File: src/rtl/ex_mem_if.sv
// EX->MEM stage bus: upstream EX handshake, downstream MEM handshake, branch and flags outputs.
// slave = the pipeline stage itself, master = the surrounding pipeline driving it.
interface ex_mem_if #(
  parameter int DATA_WIDTH = 16,
  parameter int REG_ADDR_W = 3,
  parameter int ADDR_WIDTH = 16
);
  logic                  in_valid;
  logic                  in_ready;
  logic [DATA_WIDTH-1:0] in_alu;
  logic                  in_cout;
  logic                  in_zero;
  logic                  in_equal;
  logic [REG_ADDR_W-1:0] in_rd;
  logic                  in_wb_en;
  logic                  in_flags_upd;
  logic [1:0]            in_br_type;
  logic [ADDR_WIDTH-1:0] in_br_target;
  logic                  flush;
  logic                  out_valid;
  logic                  out_ready;
  logic [DATA_WIDTH-1:0] out_alu;
  logic [REG_ADDR_W-1:0] out_rd;
  logic                  out_wb_en;
  logic                  br_taken;
  logic [ADDR_WIDTH-1:0] br_target;
  logic [2:0]            flags;

  modport slave (
    input  in_valid, in_alu, in_cout, in_zero, in_equal, in_rd, in_wb_en,
           in_flags_upd, in_br_type, in_br_target, flush, out_ready,
    output in_ready, out_valid, out_alu, out_rd, out_wb_en, br_taken,
           br_target, flags
  );

  modport master (
    output in_valid, in_alu, in_cout, in_zero, in_equal, in_rd, in_wb_en,
           in_flags_upd, in_br_type, in_br_target, flush, out_ready,
    input  in_ready, out_valid, out_alu, out_rd, out_wb_en, br_taken,
           br_target, flags
  );
endinterface

File: src/rtl/ex_mem_stage.sv
// EX->MEM pipeline register with branch resolution and architectural flags.
// Define EX_MEM_SKID_EN for a two-entry skid buffer with a registered in_ready.
module ex_mem_stage #(
  parameter int DATA_WIDTH = 16,
  parameter int REG_ADDR_W = 3,
  parameter int ADDR_WIDTH = 16
) (
  input logic   clk,
  input logic   rst_n,
  ex_mem_if.slave bus
);
  localparam logic [1:0] BR_NONE = 2'b00;
  localparam logic [1:0] BR_EQ   = 2'b01;
  localparam logic [1:0] BR_NE   = 2'b10;
  localparam logic [1:0] BR_Z    = 2'b11;

  logic                  out_valid_q, out_valid_d;
  logic [DATA_WIDTH-1:0] out_alu_q, out_alu_d;
  logic [REG_ADDR_W-1:0] out_rd_q, out_rd_d;
  logic                  out_wb_en_q, out_wb_en_d;
  logic                  br_taken_q, br_taken_d;
  logic [ADDR_WIDTH-1:0] br_target_q, br_target_d;
  logic [2:0]            flags_q, flags_d;
  logic                  in_ready_w;
  logic                  accept;
  logic                  br_cond;
`ifdef EX_MEM_SKID_EN
  logic                  skid_valid_q, skid_valid_d;
  logic [DATA_WIDTH-1:0] skid_alu_q, skid_alu_d;
  logic [REG_ADDR_W-1:0] skid_rd_q, skid_rd_d;
  logic                  skid_wb_en_q, skid_wb_en_d;
  logic                  in_ready_q, in_ready_d;

  assign in_ready_w = in_ready_q;
`else
  assign in_ready_w = bus.out_ready | ~out_valid_q;
`endif

  // A flushed cycle never counts as an accept, so it cannot pulse or touch flags.
  assign accept = bus.in_valid & in_ready_w & ~bus.flush;

  always_comb begin
    case (bus.in_br_type)
      BR_EQ:   br_cond = bus.in_equal;
      BR_NE:   br_cond = ~bus.in_equal;
      BR_Z:    br_cond = bus.in_zero;
      BR_NONE: br_cond = 1'b0;
      default: br_cond = 1'b0;
    endcase
  end

  always_comb begin
    out_valid_d = out_valid_q;
    out_alu_d   = out_alu_q;
    out_rd_d    = out_rd_q;
    out_wb_en_d = out_wb_en_q;
    br_taken_d  = accept & br_cond;
    br_target_d = (accept & br_cond) ? bus.in_br_target : '0;
    flags_d     = (accept & bus.in_flags_upd) ?
                  {bus.in_cout, bus.in_zero, bus.in_equal} : flags_q;
`ifdef EX_MEM_SKID_EN
    skid_valid_d = skid_valid_q;
    skid_alu_d   = skid_alu_q;
    skid_rd_d    = skid_rd_q;
    skid_wb_en_d = skid_wb_en_q;
    if (bus.flush) begin
      out_valid_d  = 1'b0;
      skid_valid_d = 1'b0;
    end else if (!out_valid_q || bus.out_ready) begin
      if (skid_valid_q) begin
        // Older skid entry moves forward first to keep FIFO order.
        out_valid_d  = 1'b1;
        out_alu_d    = skid_alu_q;
        out_rd_d     = skid_rd_q;
        out_wb_en_d  = skid_wb_en_q;
        skid_valid_d = accept;
        if (accept) begin
          skid_alu_d   = bus.in_alu;
          skid_rd_d    = bus.in_rd;
          skid_wb_en_d = bus.in_wb_en;
        end
      end else begin
        out_valid_d = accept;
        if (accept) begin
          out_alu_d   = bus.in_alu;
          out_rd_d    = bus.in_rd;
          out_wb_en_d = bus.in_wb_en;
        end
      end
    end else if (accept) begin
      skid_valid_d = 1'b1;
      skid_alu_d   = bus.in_alu;
      skid_rd_d    = bus.in_rd;
      skid_wb_en_d = bus.in_wb_en;
    end
    in_ready_d = ~skid_valid_d;
`else
    if (bus.flush) begin
      out_valid_d = 1'b0;
    end else if (accept) begin
      out_valid_d = 1'b1;
      out_alu_d   = bus.in_alu;
      out_rd_d    = bus.in_rd;
      out_wb_en_d = bus.in_wb_en;
    end else if (bus.out_ready) begin
      out_valid_d = 1'b0;
    end
`endif
  end

  always_ff @(posedge clk or negedge rst_n) begin
    if (!rst_n) begin
      out_valid_q  <= 1'b0;
      out_alu_q    <= '0;
      out_rd_q     <= '0;
      out_wb_en_q  <= 1'b0;
      br_taken_q   <= 1'b0;
      br_target_q  <= '0;
      flags_q      <= '0;
`ifdef EX_MEM_SKID_EN
      skid_valid_q <= 1'b0;
      skid_alu_q   <= '0;
      skid_rd_q    <= '0;
      skid_wb_en_q <= 1'b0;
      in_ready_q   <= 1'b1;
`endif
    end else begin
      out_valid_q  <= out_valid_d;
      out_alu_q    <= out_alu_d;
      out_rd_q     <= out_rd_d;
      out_wb_en_q  <= out_wb_en_d;
      br_taken_q   <= br_taken_d;
      br_target_q  <= br_target_d;
      flags_q      <= flags_d;
`ifdef EX_MEM_SKID_EN
      skid_valid_q <= skid_valid_d;
      skid_alu_q   <= skid_alu_d;
      skid_rd_q    <= skid_rd_d;
      skid_wb_en_q <= skid_wb_en_d;
      in_ready_q   <= in_ready_d;
`endif
    end
  end

  assign bus.in_ready  = in_ready_w;
  assign bus.out_valid = out_valid_q;
  assign bus.out_alu   = out_alu_q;
  assign bus.out_rd    = out_rd_q;
  assign bus.out_wb_en = out_wb_en_q;
  assign bus.br_taken  = br_taken_q;
  assign bus.br_target = br_target_q;
  assign bus.flags     = flags_q;
endmodule

File: src/flat_wrapper.sv
// flat-port wrapper written by rule: the top's interface ports become plain ports
module ex_mem_stage_flat 
#(
  parameter int DATA_WIDTH = 16,
  parameter int REG_ADDR_W = 3,
  parameter int ADDR_WIDTH = 16
)
  (clk, rst_n, bus_in_valid, bus_in_alu, bus_in_cout, bus_in_zero, bus_in_equal, bus_in_rd, bus_in_wb_en, bus_in_flags_upd, bus_in_br_type, bus_in_br_target, bus_flush, bus_out_ready, bus_in_ready, bus_out_valid, bus_out_alu, bus_out_rd, bus_out_wb_en, bus_br_taken, bus_br_target, bus_flags);
  ex_mem_if #(.DATA_WIDTH(DATA_WIDTH), .REG_ADDR_W(REG_ADDR_W), .ADDR_WIDTH(ADDR_WIDTH)) bus_i ();
  input logic clk;
  input logic rst_n;
  input wire logic [$bits(bus_i.in_valid)-1:0] bus_in_valid;
  input wire logic [$bits(bus_i.in_alu)-1:0] bus_in_alu;
  input wire logic [$bits(bus_i.in_cout)-1:0] bus_in_cout;
  input wire logic [$bits(bus_i.in_zero)-1:0] bus_in_zero;
  input wire logic [$bits(bus_i.in_equal)-1:0] bus_in_equal;
  input wire logic [$bits(bus_i.in_rd)-1:0] bus_in_rd;
  input wire logic [$bits(bus_i.in_wb_en)-1:0] bus_in_wb_en;
  input wire logic [$bits(bus_i.in_flags_upd)-1:0] bus_in_flags_upd;
  input wire logic [$bits(bus_i.in_br_type)-1:0] bus_in_br_type;
  input wire logic [$bits(bus_i.in_br_target)-1:0] bus_in_br_target;
  input wire logic [$bits(bus_i.flush)-1:0] bus_flush;
  input wire logic [$bits(bus_i.out_ready)-1:0] bus_out_ready;
  output wire logic [$bits(bus_i.in_ready)-1:0] bus_in_ready;
  output wire logic [$bits(bus_i.out_valid)-1:0] bus_out_valid;
  output wire logic [$bits(bus_i.out_alu)-1:0] bus_out_alu;
  output wire logic [$bits(bus_i.out_rd)-1:0] bus_out_rd;
  output wire logic [$bits(bus_i.out_wb_en)-1:0] bus_out_wb_en;
  output wire logic [$bits(bus_i.br_taken)-1:0] bus_br_taken;
  output wire logic [$bits(bus_i.br_target)-1:0] bus_br_target;
  output wire logic [$bits(bus_i.flags)-1:0] bus_flags;
  assign bus_i.in_valid = bus_in_valid;
  assign bus_i.in_alu = bus_in_alu;
  assign bus_i.in_cout = bus_in_cout;
  assign bus_i.in_zero = bus_in_zero;
  assign bus_i.in_equal = bus_in_equal;
  assign bus_i.in_rd = bus_in_rd;
  assign bus_i.in_wb_en = bus_in_wb_en;
  assign bus_i.in_flags_upd = bus_in_flags_upd;
  assign bus_i.in_br_type = bus_in_br_type;
  assign bus_i.in_br_target = bus_in_br_target;
  assign bus_i.flush = bus_flush;
  assign bus_i.out_ready = bus_out_ready;
  assign bus_in_ready = bus_i.in_ready;
  assign bus_out_valid = bus_i.out_valid;
  assign bus_out_alu = bus_i.out_alu;
  assign bus_out_rd = bus_i.out_rd;
  assign bus_out_wb_en = bus_i.out_wb_en;
  assign bus_br_taken = bus_i.br_taken;
  assign bus_br_target = bus_i.br_target;
  assign bus_flags = bus_i.flags;
  ex_mem_stage #(.DATA_WIDTH(DATA_WIDTH), .REG_ADDR_W(REG_ADDR_W), .ADDR_WIDTH(ADDR_WIDTH)) u_core (.clk(clk), .rst_n(rst_n), .bus(bus_i));
endmodule
File: config.mk
export PLATFORM = sky130hd
export DESIGN_NAME = ex_mem_stage_flat
export DESIGN_NICKNAME = d
export VERILOG_FILES = /design/src/rtl/ex_mem_if.sv /design/src/rtl/ex_mem_stage.sv /design/src/flat_wrapper.sv
export SDC_FILE = /design/constraint.sdc
export NUM_CORES = 1
export LEC_CHECK = 0
export BUFFER_PORTS_ARGS = -buffer_cell sky130_fd_sc_hd__buf_2
export CAP_MARGIN = 40
export CORE_MARGIN = 2
export CORE_UTILIZATION = 44
export DETAILED_ROUTE_END_ITERATION = 10
export PLACE_DENSITY = 0.79
export SLEW_MARGIN = 25
export SYNTH_ARGS = -nofsm -noshare
export SYNTH_HDL_FRONTEND = slang
export SYNTH_SLANG_ARGS = --single-unit
File: constraint.sdc
create_clock -name clk -period 1.23 [get_ports clk]
set_input_delay 0.123 -clock clk [delete_from_list [all_inputs] [get_ports clk]]
set_output_delay 0.123 -clock clk [all_outputs]
set_load 0.01 [all_outputs]
* Word level (Yosys, flattened, before mapping)
Index checks and enable logic that the tools add are counted.
** Cells by class
- Eq/ne operators :: 3
- Bitwise logic cells :: 8
- Muxes and demuxes :: 5
- Reductions and logical operators :: 3
** Operators with widths (count)
- 16-bit 2-to-1 mux :: 1
- 1-bit bitwise AND :: 4
- 2-bit equality test (second input constant) :: 2
- 1-bit one-hot mux with 4 select lines :: 1
- 1-bit 2-to-1 mux :: 3
- 1-bit NOT :: 3
- 3-bit nonzero test :: 1
- 2-bit by 1-bit equality test with 1-bit output (second input constant) :: 1
- 2-bit logical NOT :: 1
- 2-bit AND reduction :: 1
- 1-bit OR :: 1
** Storage, ports and cells
- Bits in registers :: 41
- Word-level logic and storage cells :: 26
- Output and inout bits :: 42

* Longest topological paths before layout
Gate-level depths: netlist (run 1).
- Word-level depth :: 6
- Gate-level depth with buffers :: 4
- Mapped depth without buffers :: 3

* Worst setup path after synthesis (run 1)
Ideal clock, no wire load.
- Path kind :: register to register
- Start :: register u_core.out_valid_q (netlist: u_core.bus.out_valid)
- End :: register u_core.out_alu_q[10] (netlist: u_core.bus.out_alu[10])
- Arrival :: 1.126 ns
- Path slack :: -0.021 ns
- Stages on the path, launching flop included :: 5
- Library setup time :: 0.125 ns
- Data required time :: 1.105 ns
- Clock period less this slack :: 1.251 ns
- Path through :: dfrtp_1 -> nand2b_2 -> nand2_4 -> buf_6 -> mux2_4
** Between the ends
- Longest elaborated chain between the ends :: 5
** RTL lines
- start: declaration :: line ex_mem_stage.sv:17 : logic out_valid_q, out_valid_d;
- start signal: assignment :: line ex_mem_stage.sv:128 : out_valid_q <= out_valid_d;
- 1-bit NOT :: line ex_mem_stage.sv:36 : assign in_ready_w = bus.out_ready | ~out_valid_q;
- 1-bit OR :: line ex_mem_stage.sv:36
- net bus_in_ready :: line flat_wrapper.sv:24 : output wire logic [$bits(bus_i.in_ready)-1:0] bus_in_ready;
- 1-bit bitwise AND (2 in series) :: line ex_mem_stage.sv:40 : assign accept = bus.in_valid & in_ready_w & ~bus.flush;
- 2-bit AND reduction (no source line)
- end signal: assignment :: line ex_mem_stage.sv:129 : out_alu_q <= out_alu_d;
- end: declaration :: line ex_mem_stage.sv:18 : logic [DATA_WIDTH-1:0] out_alu_q, out_alu_d;
The timed path passes the listed nets, and every way through them passes these cells.
A chain may end at the register's enable or synchronous reset.

* Worst setup path in the final report (run 1)
- Start :: register u_core.out_valid_q (netlist: u_core.bus.out_valid)
- End :: register u_core.out_alu_q[7] (netlist: u_core.bus.out_alu[7])
** Between the ends
- Longest elaborated chain between the ends :: 5
** RTL lines (line)
- 1-bit NOT :: ex_mem_stage.sv:36
- 1-bit OR :: ex_mem_stage.sv:36
- 1-bit bitwise AND (2 in series) :: ex_mem_stage.sv:40
- 2-bit AND reduction (no source line)
No other way between the ends.

==> impl_metrics.ini, run 1 <==
[worst_setup_path]
r2r_setup_slack_ps = -0.9
crit_start = u_core.bus.out_valid
setup.worst_path.end = u_core.bus.out_alu[7]
worstPathArrival_ps = 1400
cp_max_fo = 10
setup.worst_path.class = reg2reg
cp-start-kind = register
timing.rr.start = u_core.bus.out_valid
r2r_end = u_core.bus.out_alu[7]
critPathRequiredTime_ps = 1400
r2r_cells = 4
endpoint_kind = register

[routing]
wl_um = 3606
final_antenna_net_count = 0
drtIter0Drc = 20
routed_via_density = 4.689
dr.pass1.iters = 4
wl_per_cell_um = 14.37
drc_errors = 0
num_vias = 1177

[synthesis]
syn_avg_cell_area_um2 = 17.16
synth_area_um2 = 1630
ys_seq_area_share_pct = 62.93
synth_warnings = 0
syn_inst = 95
ys_types = 17
syn-num-nets = 142
ys_seq_elements = 41

[final_layout]
antennaDiodeCount = 0
area_growth_pct = 46.51
fill_cells = 277
seq_area_um2 = 1026
drive_above_1_share_pct = 70.94
multiInputGateArea_um2 = 575.6
nets = 249

[sta]
worstMarginPinSlew_ps = 468.1
final.period_utilization_pct = 100.1
setup_slack_ps = -0.9434
maxSlewViolCount = 0
setup_viol = 2
period_minus_slack_ps = 1231
slew-limit-headroom_pct = 68.79
tns_ps = -1.458
rsz0062_at_grt = yes
skew_ps = 4.499
fmax_ghz = 0.8124
finalHoldViolCount = 0

[place]
numPortBuffers = 88
preCtsSetupSlack_ps = -15.35
dp_hpwl_um = 2732
place_congestion = 0.7066

[floorplanning]
die_height_um = 64.87
rows = 22
start_util_pct = 45.21
die_width_um = 64.87
core-area_um2 = 3606
die-area_um2 = 4208
ios = 89

[clocking]
ctsLongestPathBuffers = 2
cts_buffers = 5
cts_sinks = 41
clk_pin_slew_ps = 70
clock_latency_ps = 280
tritoncts = built
h-tree-depth = 2
cts-root-buf = clkbuf_8

[pwr]
seq_power_share_pct = 51.2
pwr-share-clk_pct = 26.2
switching_share_pct = 25.08
irDropWorstVdd_v = 0.0006910
p_leak_nw = 1.260
combPwrFrac_pct = 22.6
internal_power_mw = 2.292
power-per-cell-area_nw_per_um2 = 1281
netSwitchingPower_uw = 767.2

[grt]
grt_use_total_pct = 18.22
grt_pass1_wl_um = 5768
grt_pass1_vias = 1288
grt_max_degree = 23
antenna_found_initial = 0
globalRouteOverflowTotal = 0

[run]
drv_cap = 0

[run_status]
status = finished with violations
failed_checks = setup timing

[hold_path]
hold_class = in2reg
[power by group through the flow]
| stage | sequential (mW) | combinational (mW) | clock (mW) |
|---|---|---|---|
| final | 1.57 | 0.691 | 0.802 |
| after global routing | 1.59 | 0.744 | 0.900 |
| after CTS | 1.57 | 0.669 | 0.833 |
| after detailed placement | 1.59 | 0.653 | 0 |
| after global placement | 1.59 | 0.630 | 0 |
| after floorplan | 1.66 | 0.263 | 0 |
[per-stage QoR]
step | hold slack (ps) | cell area, um^2 | util (%) | std cells | total power [mW]
floorplan | -172.6 | 1639 | - | 95 | 1.927
global placement | 91.01 | 2177 | 60.37 | 231 | 2.215
detailed placement | 102.7 | 2177 | 60.37 | 231 | 2.244
CTS | 10.10 | 2296 | 63.67 | 241 | 3.069
global route | 19.58 | 2389 | 66.24 | 251 | 3.231
finish | 18.66 | 2389 | 66.24 | 251 | 3.060
[flip-flops by register name (all words and copies together) (netlist names)]
name	cells
u_core.bus.out_valid	1
u_core.bus.br_target	16
u_core.bus.out_wb_en	1
u_core.bus.br_taken	1
u_core.bus.flags	3
u_core.bus.out_rd	3
u_core.bus.out_alu	16
[routing by layer]
layer	routed length, um	vias up	track usage, %
met5	0	-	0
met4	34	0	6.915
met3	306	4	5.729
met2	1950	58	32.47
met1	1314	574	20.16
li1	-	541	-
[worst min path at each step]
stage,startpoint,end,slack (ps),cells past startpoint
4_1_cts,bus_flush,u_core.bus.out_valid,10,2
3_3_place_gp,rst_n,u_core.bus.out_alu[12],90,1
3_5_place_dp,rst_n,u_core.bus.out_alu[11],100,1
6_report,bus_flush,u_core.bus.out_valid,20,2
5_1_grt,bus_flush,u_core.bus.out_valid,20,2
2_1_floorplan,rst_n,u_core.bus.br_taken,-170,0
[kinds of logic (layout without fill, tap and decap cells)]
family                 Yosys count  count (layout)  share of synthesized area (%)
DFF                             41              41                          62.93
and+or+nand+nor                 24              24                          13.58
muxes                           23              23                          18.88
buffers and inverters            5             113                          2.609
AOI/OAI and AO/OA                2               2                          1.995
[placed cells by master (no fill, tap or decap), types with 2 or more instances in the layout]
master	n
buf_2	88
dfrtp_1	41
mux2_4	13
mux2_2	10
nor3b_2	9
buf_4	9
nor3b_1	7
clkbuf_8	5
buf_12	5
clkbuf_1	3
nand2b_1	2
[final cells by class]
class / count / area share, %
clock buffer: 8 / 3.353
inverter: 1 / 0.1572
multi-input combinational: 49 / 24.10
sequential: 41 / 42.95
tap: 48 / 2.514
timing repair buffer: 104 / 26.93
[worst max-delay path, cell delays in order (launching register included)]
cell and delay [ps]:
dfrtp_1 410, nand2b_4 130, nand2_8 100, clkbuf_16 190, mux2_4 290
[what timing repair did]
item | in CTS | in global routing
gates resized for setup | 1 | 0
buffers inserted | 1 | 9
hold endpoints to repair | 19 | 0
setup endpoints to repair | 10 | 16
gates cloned | 0 | 1
hold buffers | 1 | 0
[Yosys cell counts]
master	instances	area share (%)
dfrtp_1	41	63
mux2_4	13	12
mux2_2	10	6.9
nor3b_2	9	6.9
nor3b_1	7	3.2
buf_6	3	2.1
nand2b_1	2	0.77
a21oi_1	1	0.31
a32oi_4	1	1.7
buf_2	1	0.31
inv_1	1	0.23
nand2_4	1	0.69
nand2b_2	1	0.54
nand3_1	1	0.31
nor2_1	1	0.23
nor2b_1	1	0.38
nor2b_2	1	0.54
(Power assumes the default switching activity.)
==> inputs of run 2 (changes only) <==
--- a/config.mk
+++ b/config.mk
@@ -11,6 +11,7 @@
 export CORE_UTILIZATION = 44
 export DETAILED_ROUTE_END_ITERATION = 10
 export PLACE_DENSITY = 0.79
+export SKIP_CTS_REPAIR_TIMING = 1
 export SLEW_MARGIN = 25
 export SYNTH_ARGS = -nofsm -noshare
 export SYNTH_HDL_FRONTEND = slang
==> run 2 against run 1 <==
The flow now finishes without violations. Worst hold slack about the same. Non-clock buffer count down 1. Critical path type unchanged. Total power down 0.44%. Setup slack better by 11 ps. First-iteration DRC count up 35%. Global-route usage down 0.075 points.
==> impl_metrics.ini, run 2 (synthesized netlist as in run 1, its figures left out) <==
[floorplanning]
die_height_um = 64.87
ios = 89
rows = 22
core-area_um2 = 3606
start_util_pct = 45.21
die-area_um2 = 4208
die_width_um = 64.87

[clocking]
ctsLongestPathBuffers = 2
tritoncts = built
cts_sinks = 41
clk_pin_slew_ps = 70
cts-root-buf = clkbuf_8
h-tree-depth = 2
cts_buffers = 5
clock_latency_ps = 280

[sta]
setup_slack_ps = 10.04
maxSlewViolCount = 0
setup_viol = 0
tns_ps = 0
worstMarginPinSlew_ps = 463.3
slew-limit-headroom_pct = 69.12
finalHoldViolCount = 0
final.period_utilization_pct = 99.18
rsz0062_at_grt = yes
skew_ps = 4.166
period_minus_slack_ps = 1220
fmax_ghz = 0.8197

[hold_path]
hp-start = bus_flush
hold_class = in2reg

[final_layout]
drive_above_1_share_pct = 70.79
nets = 248
fill_cells = 278
final_cell_mix = buf_2, dfrtp_1, mux2_4
area_growth_pct = 45.28
final_common_cell = buf_2
final_util_pct = 65.68
stdcell_count = 250
antennaDiodeCount = 0

[place]
placedCellCount = 231
numPortBuffers = 88
preCtsSetupSlack_ps = -15.35
dp_hpwl_um = 2732
place_congestion = 0.7066

[worst_setup_path]
cp_num_buf_inv = 1
critPathRequiredTime_ps = 1390
cp-start-kind = register
timing.rr.start = u_core.bus.out_valid
cp_max_fo = 9
crit_family = flip-flops
cp_slowest_cell = dfrtp_1
r2r_setup_slack_ps = 10
endpoint_kind = register
crit_start = u_core.bus.out_valid
worstPathArrival_ps = 1380
crit_chain = nand2b_4 -> nand2_8 -> clkbuf_16 -> mux2_4
max_stage_delay_ps = 410
setup.worst_path.class = reg2reg

[grt]
grt_max_degree = 23
antenna_found_initial = 0
grt_use_total_pct = 18.15
grt_pass1_vias = 1276
grt_pass1_wl_um = 5747
globalRouteOverflowTotal = 0

[pwr]
power-per-cell-area_nw_per_um2 = 1286
irDropWorstVdd_v = 0.0006935
total_power_mw = 3.046
p_leak_nw = 1.250

[routing]
final_antenna_net_count = 0
wl_per_cell_um = 14.32
num_vias = 1159
dr.pass1.iters = 4
wl_um = 3581
routed_via_density = 4.636
drtIter0Drc = 27
drc_errors = 0

[run_status]
status = finished, final reports clean

[run]
drv_cap = 0
-- run 2: changes by cell type in the layout (fill, tap and decap cells not counted) --
cell,previous run,this run
buf_12,5,4
-- run 2: metal layers --
metal / track usage (%) / part of all wire, %
met5: 0 / 0
met4: 6.915 / 0.95
met3: 5.729 / 8.7
met2: 32.22 / 54
met1: 20.16 / 37
-- run 2: report_power, final --
group | total (mW) | switching, mW | leakage (nW) | internal (mW)
logic | 0.682 | 0.295 | 0.692 | 0.388
registers | 1.57 | 0.0714 | 0.518 | 1.50
clock network | 0.796 | 0.394 | 0.0395 | 0.403
-- run 2: worst paths after layout --
check                                    endpoint  cells after the start
hold / removal               u_core.bus.out_valid                      2
setup reg to reg            u_core.bus.out_alu[7]                      4
hold reg to reg             u_core.bus.out_alu[1]                      1
max in group asynchronous    u_core.bus.out_rd[0]                      3
setup / recovery            u_core.bus.out_alu[7]                      4
min in group asynchronous  u_core.bus.out_alu[11]                      2
-- run 2: cell type report --
type	instances	area, um^2	share of cell area [%]
flip-flops and latches	41	1026	43.32
well taps	48	60.06	2.536
repair buffers	103	623.1	26.31
clock buffers	8	80.08	3.381
multi-input cells	49	575.6	24.30
inverters	1	3.754	0.1585
-- run 2: through the flow --
| stage | area [um^2] | hold WS (ps) |
|---|---|---|
| global placement | 2177 | 91.01 |
| floorplan | 1639 | -172.6 |
| detailed placement | 2177 | 102.7 |
| CTS | 2257 | -202.7 |
| global route | 2369 | 19.58 |
| finish | 2369 | 18.29 |
-- run 2: worst register-to-register path, delay by kind of cell (launching register included) --
kind | cells | cell delay (ps)
flip-flops | 1 | 410
multiplexers | 1 | 290
AND/OR/NAND/NOR | 2 | 220
buffers and inverters | 1 | 180
==> inputs of run 3 (changes only) <==
--- a/config.mk
+++ b/config.mk
@@ -7,7 +7,6 @@
 export LEC_CHECK = 0
 export BUFFER_PORTS_ARGS = -buffer_cell sky130_fd_sc_hd__buf_2
 export CAP_MARGIN = 40
-export CORE_MARGIN = 2
 export CORE_UTILIZATION = 44
 export DETAILED_ROUTE_END_ITERATION = 10
 export PLACE_DENSITY = 0.79
==> run 3 against run 2 <==
The flow now finishes with violations (setup timing). Sequential power about the same. Non-clock buffer count down 2. Global-route usage increased by 0.99 points. Via count is 0.95% lower. Critical endpoint is now u_core.bus.out_alu[4]. Highest routed layer unchanged.
==> impl_metrics.ini, run 3 (synthesized netlist as in run 1, its figures left out) <==
[worst_setup_path]
cp_max_fo = 10
critPathRequiredTime_ps = 1410
endpoint_kind = register
r2r_setup_slack_ps = -2
r2r_cells = 4
worstPathArrival_ps = 1410
timing.rr.start = u_core.bus.out_valid
cp-start-kind = register
setup.worst_path.class = reg2reg
r2r_end = u_core.bus.out_alu[4]

[place]
preCtsSetupSlack_ps = -22.84
numPortBuffers = 88
place_congestion = 0.7430
dp_hpwl_um = 2580
placedCellCount = 229

[sta]
period_minus_slack_ps = 1232
setup_slack_ps = -1.823
worstMarginPinSlew_ps = 497.4
finalHoldViolCount = 0
setup_viol = 2
slew-limit-headroom_pct = 66.84
whs_ps = 58.21
fmax_ghz = 0.8118
skew_ps = 3.131
maxSlewViolCount = 0
rsz0062_at_grt = yes
final.period_utilization_pct = 100.1

[grt]
grt_pass1_vias = 1184
grt_use_total_pct = 19.13
globalRouteOverflowTotal = 0
grt_max_degree = 42
grt_pass1_wl_um = 5609
antenna_found_initial = 0

[pwr]
power-per-cell-area_nw_per_um2 = 1318
irDropWorstVdd_v = 0.0008391
seq_power_share_pct = 50.5
pwr-share-clk_pct = 27.8
combPwrFrac_pct = 21.8
netSwitchingPower_uw = 792.5
internal_power_mw = 2.325
switching_share_pct = 25.42
total_power_mw = 3.118
p_leak_nw = 1.250

[hold_path]
hold_path_end = u_core.bus.out_alu[14]
hold_class = in2reg
whs_path_depth = 2
hp-start = bus_in_alu[14]

[floorplanning]
core-area_um2 = 3442
start_util_pct = 47.36
die_height_um = 62.87
ios = 89
rows = 21
die_width_um = 62.87
die-area_um2 = 3953

[final_layout]
nets = 246
fill_cells = 235
final_common_cell = buf_2
antennaDiodeCount = 0
area_growth_pct = 45.05
stdcell_count = 245
final_cell_mix = buf_2, dfrtp_1, mux2_4
drive_above_1_share_pct = 70.85

[clocking]
ctsLongestPathBuffers = 2
clock_latency_ps = 290
cts_buffers = 5
cts-root-buf = clkbuf_8
clk_pin_slew_ps = 70
h-tree-depth = 2
cts_sinks = 41
tritoncts = built

[routing]
dr.pass1.iters = 3
drtIter0Drc = 41
num_vias = 1148
wl_um = 3666
final_antenna_net_count = 0
wl_per_cell_um = 14.96
routed_via_density = 4.686
drc_errors = 0

[run_status]
status = finished with violations
failed_checks = setup timing

[run]
drv_cap = 0
## run 3: changes by cell type in the layout (fill, tap and decap cells not counted)
cell and delta:
dlygate4sd3_1 +1, clkbuf_16 +1, clkbuf_8 +1, clkbuf_1 -2, buf_4 -3, buf_12 -1
## run 3: per-stage QoR
stage               instance area, um^2  util, %  TNS (ps)
finish                             2365    68.70    -2.344
global route                       2365    68.70    -242.3
CTS                                2248    65.32    -104.4
detailed placement                 2162    62.81    -63.88
global placement                   2162    62.81         0
floorplan                          1639        -         0
## run 3: how the worst max path moves through the flow
stage | from | endpoint | slack [ps] | depth (start not counted)
global placement | u_core.bus.out_valid | u_core.bus.out_alu[14] | 20 | 4
global route | u_core.bus.out_valid | u_core.bus.out_alu[8] | -30 | 4
CTS | u_core.bus.out_valid | u_core.bus.out_rd[1] | -30 | 4
floorplan | u_core.bus.out_valid | u_core.bus.out_alu[10] | 4 | 4
finish | u_core.bus.out_valid | u_core.bus.out_alu[4] | -2 | 4
detailed placement | u_core.bus.out_valid | u_core.bus.out_rd[1] | -20 | 4
## run 3: power by group through the flow
stage | sequential, mW | clock, mW | combinational (mW)
CTS | 1.57 | 0.895 | 0.647
detailed placement | 1.60 | 0 | 0.644
global route | 1.59 | 0.956 | 0.730
floorplan | 1.66 | 0 | 0.263
finish | 1.57 | 0.865 | 0.679
global placement | 1.59 | 0 | 0.622
## run 3: routing by layer
layer | wire (um) | GRT usage [%]
met1 | 1465 | 21.03
met2 | 1960 | 33.20
met3 | 171 | 5.657
met4 | 69 | 9.593
met5 | 0 | 0
## run 3: cell type report
cell class | instances | area [um^2] | area share, %
Multi-Input combinational cell | 49 | 575.6 | 24.34
Inverter | 1 | 3.754 | 0.1587
Timing Repair Buffer | 101 | 615.6 | 26.03
Sequential cell | 41 | 1026 | 43.39
Tap cell | 46 | 57.56 | 2.434
Clock buffer | 7 | 86.33 | 3.651
## run 3: critical path, cell delays in order, from the launching register on
cell	delay [ps]
dfrtp_1	410
nand2b_4	120
nand2_8	100
clkbuf_16	190
mux2_4	290
